<file path="config.mk">
export PLATFORM = sky130hd
export DESIGN_NAME = control_multi
export DESIGN_NICKNAME = d
export VERILOG_FILES = /design/src/rtl/control_multi_pkg.sv /design/src/rtl/control_multi_opc_class_dec.sv /design/src/rtl/control_multi.sv
export SDC_FILE = /design/constraint.sdc
export NUM_CORES = 1
export LEC_CHECK = 0
export ABC_CLOCK_PERIOD_IN_PS = 1400
export CORE_MARGIN = 10
export CORE_UTILIZATION = 36
export CTS_BUF_LIST = sky130_fd_sc_hd__clkbuf_4 sky130_fd_sc_hd__clkbuf_8
export CTS_CLUSTER_DIAMETER = 120
export CTS_CLUSTER_SIZE = 30
export DETAILED_ROUTE_END_ITERATION = 8
export GPL_ROUTABILITY_DRIVEN = 1
export HOLD_SLACK_MARGIN = 0.06
export PLACE_DENSITY = 0.84
export SLEW_MARGIN = 20
export SYNTH_ARGS = -nofsm -noshare
export SYNTH_HDL_FRONTEND = slang
export SYNTH_SLANG_ARGS = --single-unit
</file>
<file path="constraint.sdc">
create_clock -name iCLK -period 1.4 [get_ports iCLK]
set_input_delay 0.28 -clock iCLK [delete_from_list [all_inputs] [get_ports iCLK]]
set_output_delay 0.28 -clock iCLK [all_outputs]
set_load 0.01 [all_outputs]
</file>
<file path="src/rtl/control_multi_pkg.sv">
// control_multi_pkg: shared opcodes, select encodings, state and class types for the multicycle LEGv8 control unit.
// Rev 1.0. Optional MEM_TIMEOUT_EN adds the FAULT state encoding.
`default_nettype none

package control_multi_pkg;

  typedef enum logic [3:0] {
    ST_IDLE     = 4'd0,
    ST_FETCH    = 4'd1,
    ST_DECODE   = 4'd2,
    ST_EXEC_R   = 4'd3,
    ST_EXEC_I   = 4'd4,
    ST_ALU_WB   = 4'd5,
    ST_MEMADDR  = 4'd6,
    ST_MEMREAD  = 4'd7,
    ST_MEM_WB   = 4'd8,
    ST_MEMWRITE = 4'd9,
    ST_BRANCH   = 4'd10,
    ST_JUMP     = 4'd11
`ifdef MEM_TIMEOUT_EN
    , ST_FAULT  = 4'd12
`endif
  } state_e;

  typedef enum logic [2:0] {
    CLS_R       = 3'd0,
    CLS_I       = 3'd1,
    CLS_LOAD    = 3'd2,
    CLS_STORE   = 3'd3,
    CLS_CB      = 3'd4,
    CLS_BCOND   = 3'd5,
    CLS_B       = 3'd6,
    CLS_ILLEGAL = 3'd7
  } opc_class_e;

  localparam logic [1:0] ALUOP_ADD   = 2'b00;
  localparam logic [1:0] ALUOP_PASS  = 2'b01;
  localparam logic [1:0] ALUOP_FUNCT = 2'b10;

  localparam logic [1:0] ORIGB_REG2  = 2'b00;
  localparam logic [1:0] ORIGB_FOUR  = 2'b01;
  localparam logic [1:0] ORIGB_IMM   = 2'b10;
  localparam logic [1:0] ORIGB_BROFF = 2'b11;

  localparam logic [1:0] ORIGPC_ALU    = 2'b00;
  localparam logic [1:0] ORIGPC_ALUOUT = 2'b01;
  localparam logic [1:0] ORIGPC_JUMP   = 2'b10;

  localparam logic [1:0] BR_NONE = 2'b00;
  localparam logic [1:0] BR_CB   = 2'b01;
  localparam logic [1:0] BR_COND = 2'b10;

  // '?' marks immediate/offset bits that sit inside the 11-bit opcode field
  localparam logic [10:0] OPC_ADD    = 11'b10001011000;
  localparam logic [10:0] OPC_ADDS   = 11'b10101011000;
  localparam logic [10:0] OPC_SUB    = 11'b11001011000;
  localparam logic [10:0] OPC_SUBS   = 11'b11101011000;
  localparam logic [10:0] OPC_AND    = 11'b10001010000;
  localparam logic [10:0] OPC_ANDS   = 11'b11101010000;
  localparam logic [10:0] OPC_ORR    = 11'b10101010000;
  localparam logic [10:0] OPC_EOR    = 11'b11001010000;
  localparam logic [10:0] OPC_LSL    = 11'b11010011011;
  localparam logic [10:0] OPC_LSR    = 11'b11010011010;
  localparam logic [10:0] OPC_ADDI   = 11'b1001000100?;
  localparam logic [10:0] OPC_ADDIS  = 11'b1011000100?;
  localparam logic [10:0] OPC_SUBI   = 11'b1101000100?;
  localparam logic [10:0] OPC_SUBIS  = 11'b1111000100?;
  localparam logic [10:0] OPC_ANDI   = 11'b1001001000?;
  localparam logic [10:0] OPC_ANDIS  = 11'b1111001000?;
  localparam logic [10:0] OPC_ORRI   = 11'b1011001000?;
  localparam logic [10:0] OPC_EORI   = 11'b1101001000?;
  localparam logic [10:0] OPC_LDUR   = 11'b11111000010;
  localparam logic [10:0] OPC_LDURSW = 11'b10111000100;
  localparam logic [10:0] OPC_LDURH  = 11'b01111000010;
  localparam logic [10:0] OPC_LDURB  = 11'b00111000010;
  localparam logic [10:0] OPC_STUR   = 11'b11111000000;
  localparam logic [10:0] OPC_STURW  = 11'b10111000000;
  localparam logic [10:0] OPC_STURH  = 11'b01111000000;
  localparam logic [10:0] OPC_STURB  = 11'b00111000000;
  localparam logic [10:0] OPC_CBZ    = 11'b10110100???;
  localparam logic [10:0] OPC_CBNZ   = 11'b10110101???;
  localparam logic [10:0] OPC_BCOND  = 11'b01010100???;
  localparam logic [10:0] OPC_B      = 11'b000101?????;

endpackage

`default_nettype wire

</file>
<file path="src/rtl/control_multi_opc_class_dec.sv">
// opc_class_dec: combinational classification of the 11-bit LEGv8 opcode field.
// Rev 1.0.
`default_nettype none

module opc_class_dec
  import control_multi_pkg::*;
(
  input  logic [10:0] iOPCODE,
  output opc_class_e  oClass
);

  always_comb begin
    oClass = CLS_ILLEGAL;
    casez (iOPCODE)
      OPC_ADD, OPC_ADDS, OPC_SUB, OPC_SUBS,
      OPC_AND, OPC_ANDS, OPC_ORR, OPC_EOR,
      OPC_LSL, OPC_LSR:                        oClass = CLS_R;
      OPC_ADDI, OPC_ADDIS, OPC_SUBI, OPC_SUBIS,
      OPC_ANDI, OPC_ANDIS, OPC_ORRI, OPC_EORI: oClass = CLS_I;
      OPC_LDUR, OPC_LDURSW, OPC_LDURH,
      OPC_LDURB:                               oClass = CLS_LOAD;
      OPC_STUR, OPC_STURW, OPC_STURH,
      OPC_STURB:                               oClass = CLS_STORE;
      OPC_CBZ, OPC_CBNZ:                       oClass = CLS_CB;
      OPC_BCOND:                               oClass = CLS_BCOND;
      OPC_B:                                   oClass = CLS_B;
      default:                                 oClass = CLS_ILLEGAL;
    endcase
  end

endmodule

`default_nettype wire

</file>
<file path="src/rtl/control_multi.sv">
// control_multi: multicycle LEGv8 control FSM driving the shared-datapath selects and enables.
// Rev 1.0. Define MEM_TIMEOUT_EN for the memory-wait watchdog, FAULT state and oMemFault port.
`default_nettype none

module control_multi
  import control_multi_pkg::*;
#(
  parameter int OPC_W = 11,
  parameter int ST_W  = 4
`ifdef MEM_TIMEOUT_EN
  , parameter int MEM_TIMEOUT = 16
`endif
) (
  input  logic             iCLK,
  input  logic             iRST,
  input  logic [OPC_W-1:0] iOPCODE,
  input  logic             iMemReady,
  output logic             oIorD,
  output logic             oMemRead,
  output logic             oMemWrite,
  output logic             oIRWrite,
  output logic             oPCWrite,
  output logic             oPCWriteCond,
  output logic [1:0]       oOrigPC,
  output logic             oOrigAULA,
  output logic [1:0]       oOrigBULA,
  output logic [1:0]       oALUop,
  output logic             oReg2Loc,
  output logic [1:0]       oBranch,
  output logic             oMemToReg,
  output logic             oRegWrite,
  output logic             oRetire,
  output logic             oIllegal,
  output logic [ST_W-1:0]  oState
`ifdef MEM_TIMEOUT_EN
  , output logic           oMemFault
`endif
);

  state_e     state_q, state_d;
  opc_class_e cls;
  logic       w_reg2loc;

  opc_class_dec u_dec (
    .iOPCODE (iOPCODE[10:0]),
    .oClass  (cls)
  );

  assign w_reg2loc = (cls == CLS_STORE) || (cls == CLS_CB);
  assign oState    = ST_W'(state_q);

`ifdef MEM_TIMEOUT_EN
  localparam int CNT_W = $clog2(MEM_TIMEOUT) + 1;
  logic [CNT_W-1:0] cnt_q, cnt_d;
  logic             fault_q;
  logic             w_wait;

  assign w_wait    = (state_q == ST_FETCH) || (state_q == ST_MEMREAD) || (state_q == ST_MEMWRITE);
  assign oMemFault = fault_q;

  always_ff @(posedge iCLK or posedge iRST) begin
    if (iRST) begin
      cnt_q   <= '0;
      fault_q <= 1'b0;
    end else begin
      cnt_q   <= cnt_d;
      fault_q <= fault_q | (state_d == ST_FAULT);
    end
  end
`endif

  always_ff @(posedge iCLK or posedge iRST) begin
    if (iRST) state_q <= ST_IDLE;
    else      state_q <= state_d;
  end

  always_comb begin
    state_d      = state_q;
    oIorD        = 1'b0;
    oMemRead     = 1'b0;
    oMemWrite    = 1'b0;
    oIRWrite     = 1'b0;
    oPCWrite     = 1'b0;
    oPCWriteCond = 1'b0;
    oOrigPC      = ORIGPC_ALU;
    oOrigAULA    = 1'b0;
    oOrigBULA    = ORIGB_REG2;
    oALUop       = ALUOP_ADD;
    oReg2Loc     = 1'b0;
    oBranch      = BR_NONE;
    oMemToReg    = 1'b0;
    oRegWrite    = 1'b0;
    oRetire      = 1'b0;
    oIllegal     = 1'b0;
    case (state_q)
      ST_IDLE: state_d = ST_FETCH;
      ST_FETCH: begin
        oMemRead  = 1'b1;
        oOrigBULA = ORIGB_FOUR;
        if (iMemReady) begin
          oIRWrite = 1'b1;
          oPCWrite = 1'b1;
          state_d  = ST_DECODE;
        end
      end
      ST_DECODE: begin
        // ALU computes PC + branch offset now so BRANCH can take it from ALUOut
        oOrigBULA = ORIGB_BROFF;
        oReg2Loc  = w_reg2loc;
        case (cls)
          CLS_R:               state_d = ST_EXEC_R;
          CLS_I:               state_d = ST_EXEC_I;
          CLS_LOAD, CLS_STORE: state_d = ST_MEMADDR;
          CLS_CB, CLS_BCOND:   state_d = ST_BRANCH;
          CLS_B:               state_d = ST_JUMP;
          default: begin
            oIllegal = 1'b1;
            state_d  = ST_FETCH;
          end
        endcase
      end
      ST_EXEC_R: begin
        oOrigAULA = 1'b1;
        oOrigBULA = ORIGB_REG2;
        oALUop    = ALUOP_FUNCT;
        state_d   = ST_ALU_WB;
      end
      ST_EXEC_I: begin
        oOrigAULA = 1'b1;
        oOrigBULA = ORIGB_IMM;
        oALUop    = ALUOP_FUNCT;
        state_d   = ST_ALU_WB;
      end
      ST_ALU_WB: begin
        oRegWrite = 1'b1;
        oRetire   = 1'b1;
        state_d   = ST_FETCH;
      end
      ST_MEMADDR: begin
        oOrigAULA = 1'b1;
        oOrigBULA = ORIGB_IMM;
        oReg2Loc  = w_reg2loc;
        state_d   = (cls == CLS_STORE) ? ST_MEMWRITE : ST_MEMREAD;
      end
      ST_MEMREAD: begin
        oMemRead = 1'b1;
        oIorD    = 1'b1;
        if (iMemReady) state_d = ST_MEM_WB;
      end
      ST_MEM_WB: begin
        oRegWrite = 1'b1;
        oMemToReg = 1'b1;
        oRetire   = 1'b1;
        state_d   = ST_FETCH;
      end
      ST_MEMWRITE: begin
        oMemWrite = 1'b1;
        oIorD     = 1'b1;
        oReg2Loc  = 1'b1;
        if (iMemReady) begin
          oRetire = 1'b1;
          state_d = ST_FETCH;
        end
      end
      ST_BRANCH: begin
        oOrigAULA    = 1'b1;
        oOrigBULA    = ORIGB_REG2;
        oReg2Loc     = 1'b1;
        oALUop       = ALUOP_PASS;
        oPCWriteCond = 1'b1;
        oOrigPC      = ORIGPC_ALUOUT;
        oBranch      = (cls == CLS_BCOND) ? BR_COND : BR_CB;
        oRetire      = 1'b1;
        state_d      = ST_FETCH;
      end
      ST_JUMP: begin
        oPCWrite = 1'b1;
        oOrigPC  = ORIGPC_JUMP;
        oRetire  = 1'b1;
        state_d  = ST_FETCH;
      end
`ifdef MEM_TIMEOUT_EN
      ST_FAULT: state_d = ST_FAULT;
`endif
      default: state_d = ST_IDLE;
    endcase
`ifdef MEM_TIMEOUT_EN
    // Count restarts at zero whenever a wait state is entered or left
    cnt_d = '0;
    if (w_wait && !iMemReady) begin
      if (cnt_q == CNT_W'(MEM_TIMEOUT - 1)) state_d = ST_FAULT;
      else                                  cnt_d   = cnt_q + CNT_W'(1);
    end
`endif
  end

endmodule

`default_nettype wire

</file>
==> results.ini, run 1 <==
[floorplanning]
initial_utilization = 0.370
die_w_um = 64.5
io-pin-count = 38
die_h_um = 64.5
rows = 16

[yosys]
yosys_warnings = 0
postSynthCellCount = 107
ys_types = 40
yosysMostFrequentCell = nor2_1
synth_fp_nets = 121
synth.area.mux_share = 0.0422
synth-compound-area-share = 0.272
ys.flop_type = dfrtp_1
synth_xor_area_frac = 0.0246
synth-simple-area-share = 0.452
syn_area_um2 = 712
synthTopCellsByCount = 12 x nor2_1, 10 x nand2_1, 9 x nor3_1
async_flop_share = 1.00
synth_area_per_cell_um2 = 6.65
synth_top_area_cell = dfrtp_1
synth-edff-count = 0
ys_seq_area_frac = 0.141
synth-adder-area-share = 0
synth.area.top_cells = dfrtp_1 14%, nor3_1 6.3%, nor2_1 6.3%, nand2_1 5.3%, a21oi_1 4.9%
synth_top_family_by_area = simple AND/OR/NAND/NOR gates
synth_seq_cells = 4
yosysTopAreaCellShare = 0.141

[global_routing]
grt_max_degree = 8

[placement]
gp_congestion = 0.872
hpwl_mm = 2.87
port_buffers = 37

[run_status]
haltStage = global routing (5_1_grt)
outcome = stopped before the end
firstError = [ERROR DPL-0038] Utilization greater than 100%, impossible to legalize

[clock_tree]
cts_hold_buf = 0
clkSinkCount = 4
htree_levels = 1
cts_root_buffer = clkbuf_4
numCtsBuffers = 3
clk_path_buf_depth = 2

[timing]
worst_path_end_type = top-level output
worst_endpoint = oIllegal

## cell families after synthesis
| family | after synthesis |
|---|---|
| multiplexers | 3 |
| buffers and inverters | 12 |
| AND/OR/NAND/NOR | 58 |
| XOR/XNOR | 2 |
| AO/OA/AOI/OAI | 28 |
| flip-flops | 4 |
## through the flow
| step | instances | setup slack, ps | instance area (µm²) | setup TNS (ps) | hold WS, ps |
|---|---|---|---|---|---|
| 2_1_floorplan | 107 | -170 | 813 | -311 | 46.1 |
| 3_3_place_gp | 205 | -1150 | 1460 | -12430 | 465 |
| 3_5_place_dp | 205 | -1300 | 1460 | -13570 | 496 |
| 4_1_cts | 217 | -431 | 1660 | -4230 | 248 |
## timing repair
action / CTS
setup buffers: 10
endpoints found under the setup margin: 28
gates cloned: 0
gates resized for setup: 190
pin swaps: 18
==> run 2: changes to the inputs <==
==> config.mk (replaced) <==
export PLATFORM = sky130hd
export DESIGN_NAME = control_multi
export DESIGN_NICKNAME = d
export VERILOG_FILES = /design/src/rtl/control_multi_pkg.sv /design/src/rtl/control_multi_opc_class_dec.sv /design/src/rtl/control_multi.sv
export SDC_FILE = /design/constraint.sdc
export NUM_CORES = 1
export LEC_CHECK = 0
export ABC_CLOCK_PERIOD_IN_PS = 1800
export CORE_AREA = 10 10 71 73
export DETAILED_ROUTE_END_ITERATION = 8
export DIE_AREA = 0 0 81 83
export GPL_ROUTABILITY_DRIVEN = 1
export PLACE_DENSITY_LB_ADDON = 0.15
export SLEW_MARGIN = 20
export SYNTH_ARGS = -nofsm -noshare
export SYNTH_HDL_FRONTEND = slang
export SYNTH_SLANG_ARGS = --single-unit
==> constraint.sdc (replaced) <==
create_clock -name iCLK -period 1.8 [get_ports iCLK]
set_input_delay 0.36 -clock iCLK [delete_from_list [all_inputs] [get_ports iCLK]]
set_output_delay 0.36 -clock iCLK [all_outputs]
set_load 0.01 [all_outputs]
==> run 2 against run 1 <==
  * The flow now finishes, with violations (setup timing)
  * Synthesized cell count stayed put
  * Synthesized area stayed put
==> results.ini, run 2 <==
[yosys]
yosys_warnings = 0  ; unchanged
yosysTopAreaCellShare = 0.141  ; unchanged
synth-edff-count = 0  ; unchanged
ys.flop_type = dfrtp_1
synthTopCellsByCount = 12 x nor2_1, 10 x nand2_1, 9 x nor3_1
ys_types = 40  ; unchanged
postSynthCellCount = 107  ; unchanged
syn_area_um2 = 712  ; unchanged
async_flop_share = 1.00  ; unchanged
synth_seq_cells = 4  ; unchanged
synth.area.top_cells = dfrtp_1 14%, nor3_1 6.3%, nor2_1 6.3%, nand2_1 5.3%, a21oi_1 4.9%
synth_fp_nets = 121  ; unchanged
synth_area_per_cell_um2 = 6.65  ; unchanged
synth_top_area_cell = dfrtp_1
ys_seq_area_frac = 0.141  ; unchanged
yosysMostFrequentCell = nor2_1

[timing]
fin_crit_sh = 1.07
skew_ps = 3.60
slew-limit-headroom = 0.807
drv_slew = 0
fmaxAchievable_mhz = 518
fin_setup_tns_ps = -130
setup_viol = 1
setup_slack_ps = -130
layout_min_cycle_time_ps = 1930
rsz0062_at_grt = yes
worst_pin_slew_ps = 285
hold_slack_ps = 323
hold_violations = 0

[global_routing]
grt_pass1_vias = 1227
grt_antenna_before_repair = 0
grt_max_degree = 14
track_usage = 0.0954
grt_pass1_wl_mm = 5.42
grt.overflow.total = 0

[setup_path]
end_kind = primary output
cp_slowest_cell = or2_1
cp_slowest_stage_delay_ps = 240
required_ps = 1440
worstSetupPathType = in -> out
crit_fanout = 4
worstSetupStartpointType = primary input
path_cells = buf_8 -> and2b_2 -> and3_4 -> a21o_1 -> or2_1 -> nor3_2 -> buf_2
path_buf_inv = 2
worstPathArrival_ps = 1570
crit_family = simple AND/OR/NAND/NOR gates

[power_and_ir_drop]
seqPwrFrac = 0.120
report.power.total_mw = 1.52
power_frac_clock = 0.127
pwr-share-comb = 0.753
ir_worst_vdd_uv = 286
p_int_mw = 0.897
switching_share = 0.408
switchingPower_mw = 0.618
powerDensity_mw_per_mm2 = 963
cellLeakagePower_nw = 0.799

[placement]
hpwl_mm = 2.57  ; -10%
dp_cells = 221  ; +7.8%
gp_congestion = 0.834  ; -4.4%
port_buffers = 37  ; unchanged

[final_layout]
ff_latch_area_um2 = 105
postLayoutCoreUtil = 0.433
fin_cells = 236
layout_common_cells = 44 x buf_4, 10 x nand2_1, 10 x nor2_1, 10 x buf_2, 10 x clkbuf_2
nets = 204
n_antenna_cell = 0
multi_input_area_um2 = 671
final_common_cell = buf_4
drive_gt1_frac = 0.548
largest_reg_flops = 4
nFillCells = 390
area_growth_pct = 121

[floorplanning]
io-pin-count = 38  ; unchanged
core_mm2 = 0.00363
die_h_um = 83  ; +29%
rows = 22  ; +6
dieArea_mm2 = 0.00672
die_w_um = 81  ; +26%
initial_utilization = 0.196  ; -0.175

[route]
antenna_left = 0
firstDrtPassIters = 4
wl_mm = 3.26
drt_iter0_drc = 56
vias = 1110
wl_per_cell_um = 13.8
via_per_inst = 4.70
drc = 0

[run_status]
outcome = finished, violations left
failed_checks = setup timing

[hold_path]
hold_path.class = in -> async

[clock_tree]
numCtsBuffers = 3  ; unchanged
cts_tree = built
clkSinkCount = 4  ; unchanged
cts_root_buffer = clkbuf_8
cts_hold_buf = 0  ; unchanged
htree_levels = 1  ; unchanged
clk_latency_ps = 220
clk_pin_slew_ps = 30
clk_path_buf_depth = 2  ; unchanged

[job]
maxCapViolCount = 0

-- run 2: path summary, 6_finish.rpt --
| kind | start | end | slack, ps | cells past startpoint |
|---|---|---|---|---|
| max | iOPCODE[10] | oIllegal | -130 | 7 |
| min | iRST | oState[3]$_DFFE_PP0P_ | 320 | 2 |
| max reg2reg | oState[2]$_DFFE_PP0P_ | oState[2]$_DFFE_PP0P_ | 400 | 5 |
| min reg2reg | oState[3]$_DFFE_PP0P_ | oState[3]$_DFFE_PP0P_ | 620 | 1 |
| max in group asynchronous | iRST | oState[0]$_DFFE_PP0P_ | 1310 | 2 |
| min in group iCLK | iOPCODE[2] | oState[2]$_DFFE_PP0P_ | 600 | 4 |
-- run 2: worst reg2reg max path, delay by kind of cell (launching register included) --
family                 cells  cell delay, ps
flip-flops                 1             470
buffers and inverters      2             310
AO/OA/AOI/OAI              1             300
AND/OR/NAND/NOR            2             200
-- run 2: timing repair --
item	4_1_cts	5_1_grt
gates resized for setup	111	33
pin swaps	12	9
buffers inserted	8	4
gates cloned	0	1
setup endpoints to repair	24	16
-- run 2: final cells by class --
cell class              instances  share of cell area
clock buffers                   3              0.0262
inverters                       4             0.00954
flip-flops and latches          4              0.0668
multi-input cells              91               0.426
well taps                      48              0.0382
repair buffers                 86               0.433
-- run 2: per-layer routing --
metal / wire length, µm / vias to the layer above / global-route usage
li1: - / 555 / -
met1: 1300 / 513 / 0.0980
met2: 1720 / 36 / 0.177
met3: 161 / 6 / 0.0172
met4: 76 / 0 / 0.0438
met5: 0 / - / 0
-- run 2: cells by family (layout without fill, tap and decap cells) --
family / count (synthesis) / count (layout) / share of synthesized area
and+or+nand+nor: 58 / 58 / 0.452
AOI/OAI and AO/OA: 28 / 28 / 0.272
buffers and inverters: 12 / 93 / 0.0685
DFF: 4 / 4 / 0.141
muxes: 3 / 3 / 0.0422
xor gates and xnor gates: 2 / 2 / 0.0246
-- run 2: power by group through the flow --
stage                     clock network (mW)  logic [mW]  registers, mW
after global placement                     0        1.07          0.165
after detailed placement                   0        1.08          0.162
after floorplan                            0       0.470          0.150
after CTS                              0.197        1.09          0.171
after global routing                   0.202        1.25          0.186
final                                  0.193        1.14          0.182
-- run 2: per-stage QoR --
step	worst slack (ps)	cell area, µm²
final	-130	1570
after CTS	-178	1550
after detailed placement	-977	1390
after global routing	-189	1570
after floorplan	21.6	717
after global placement	-960	1390
Power figures use the tool's default switching activity.
==> run 3: changes to the inputs <==
--- a/config.mk
+++ b/config.mk
@@ -5,7 +5,6 @@
 export SDC_FILE = /design/constraint.sdc
 export NUM_CORES = 1
 export LEC_CHECK = 0
-export ABC_CLOCK_PERIOD_IN_PS = 1800
 export CORE_AREA = 10 10 71 73
 export DETAILED_ROUTE_END_ITERATION = 8
 export DIE_AREA = 0 0 81 83
==> results of run 3 <==
Same layout as run 2: the final DEF is identical, and so are final timing and power.
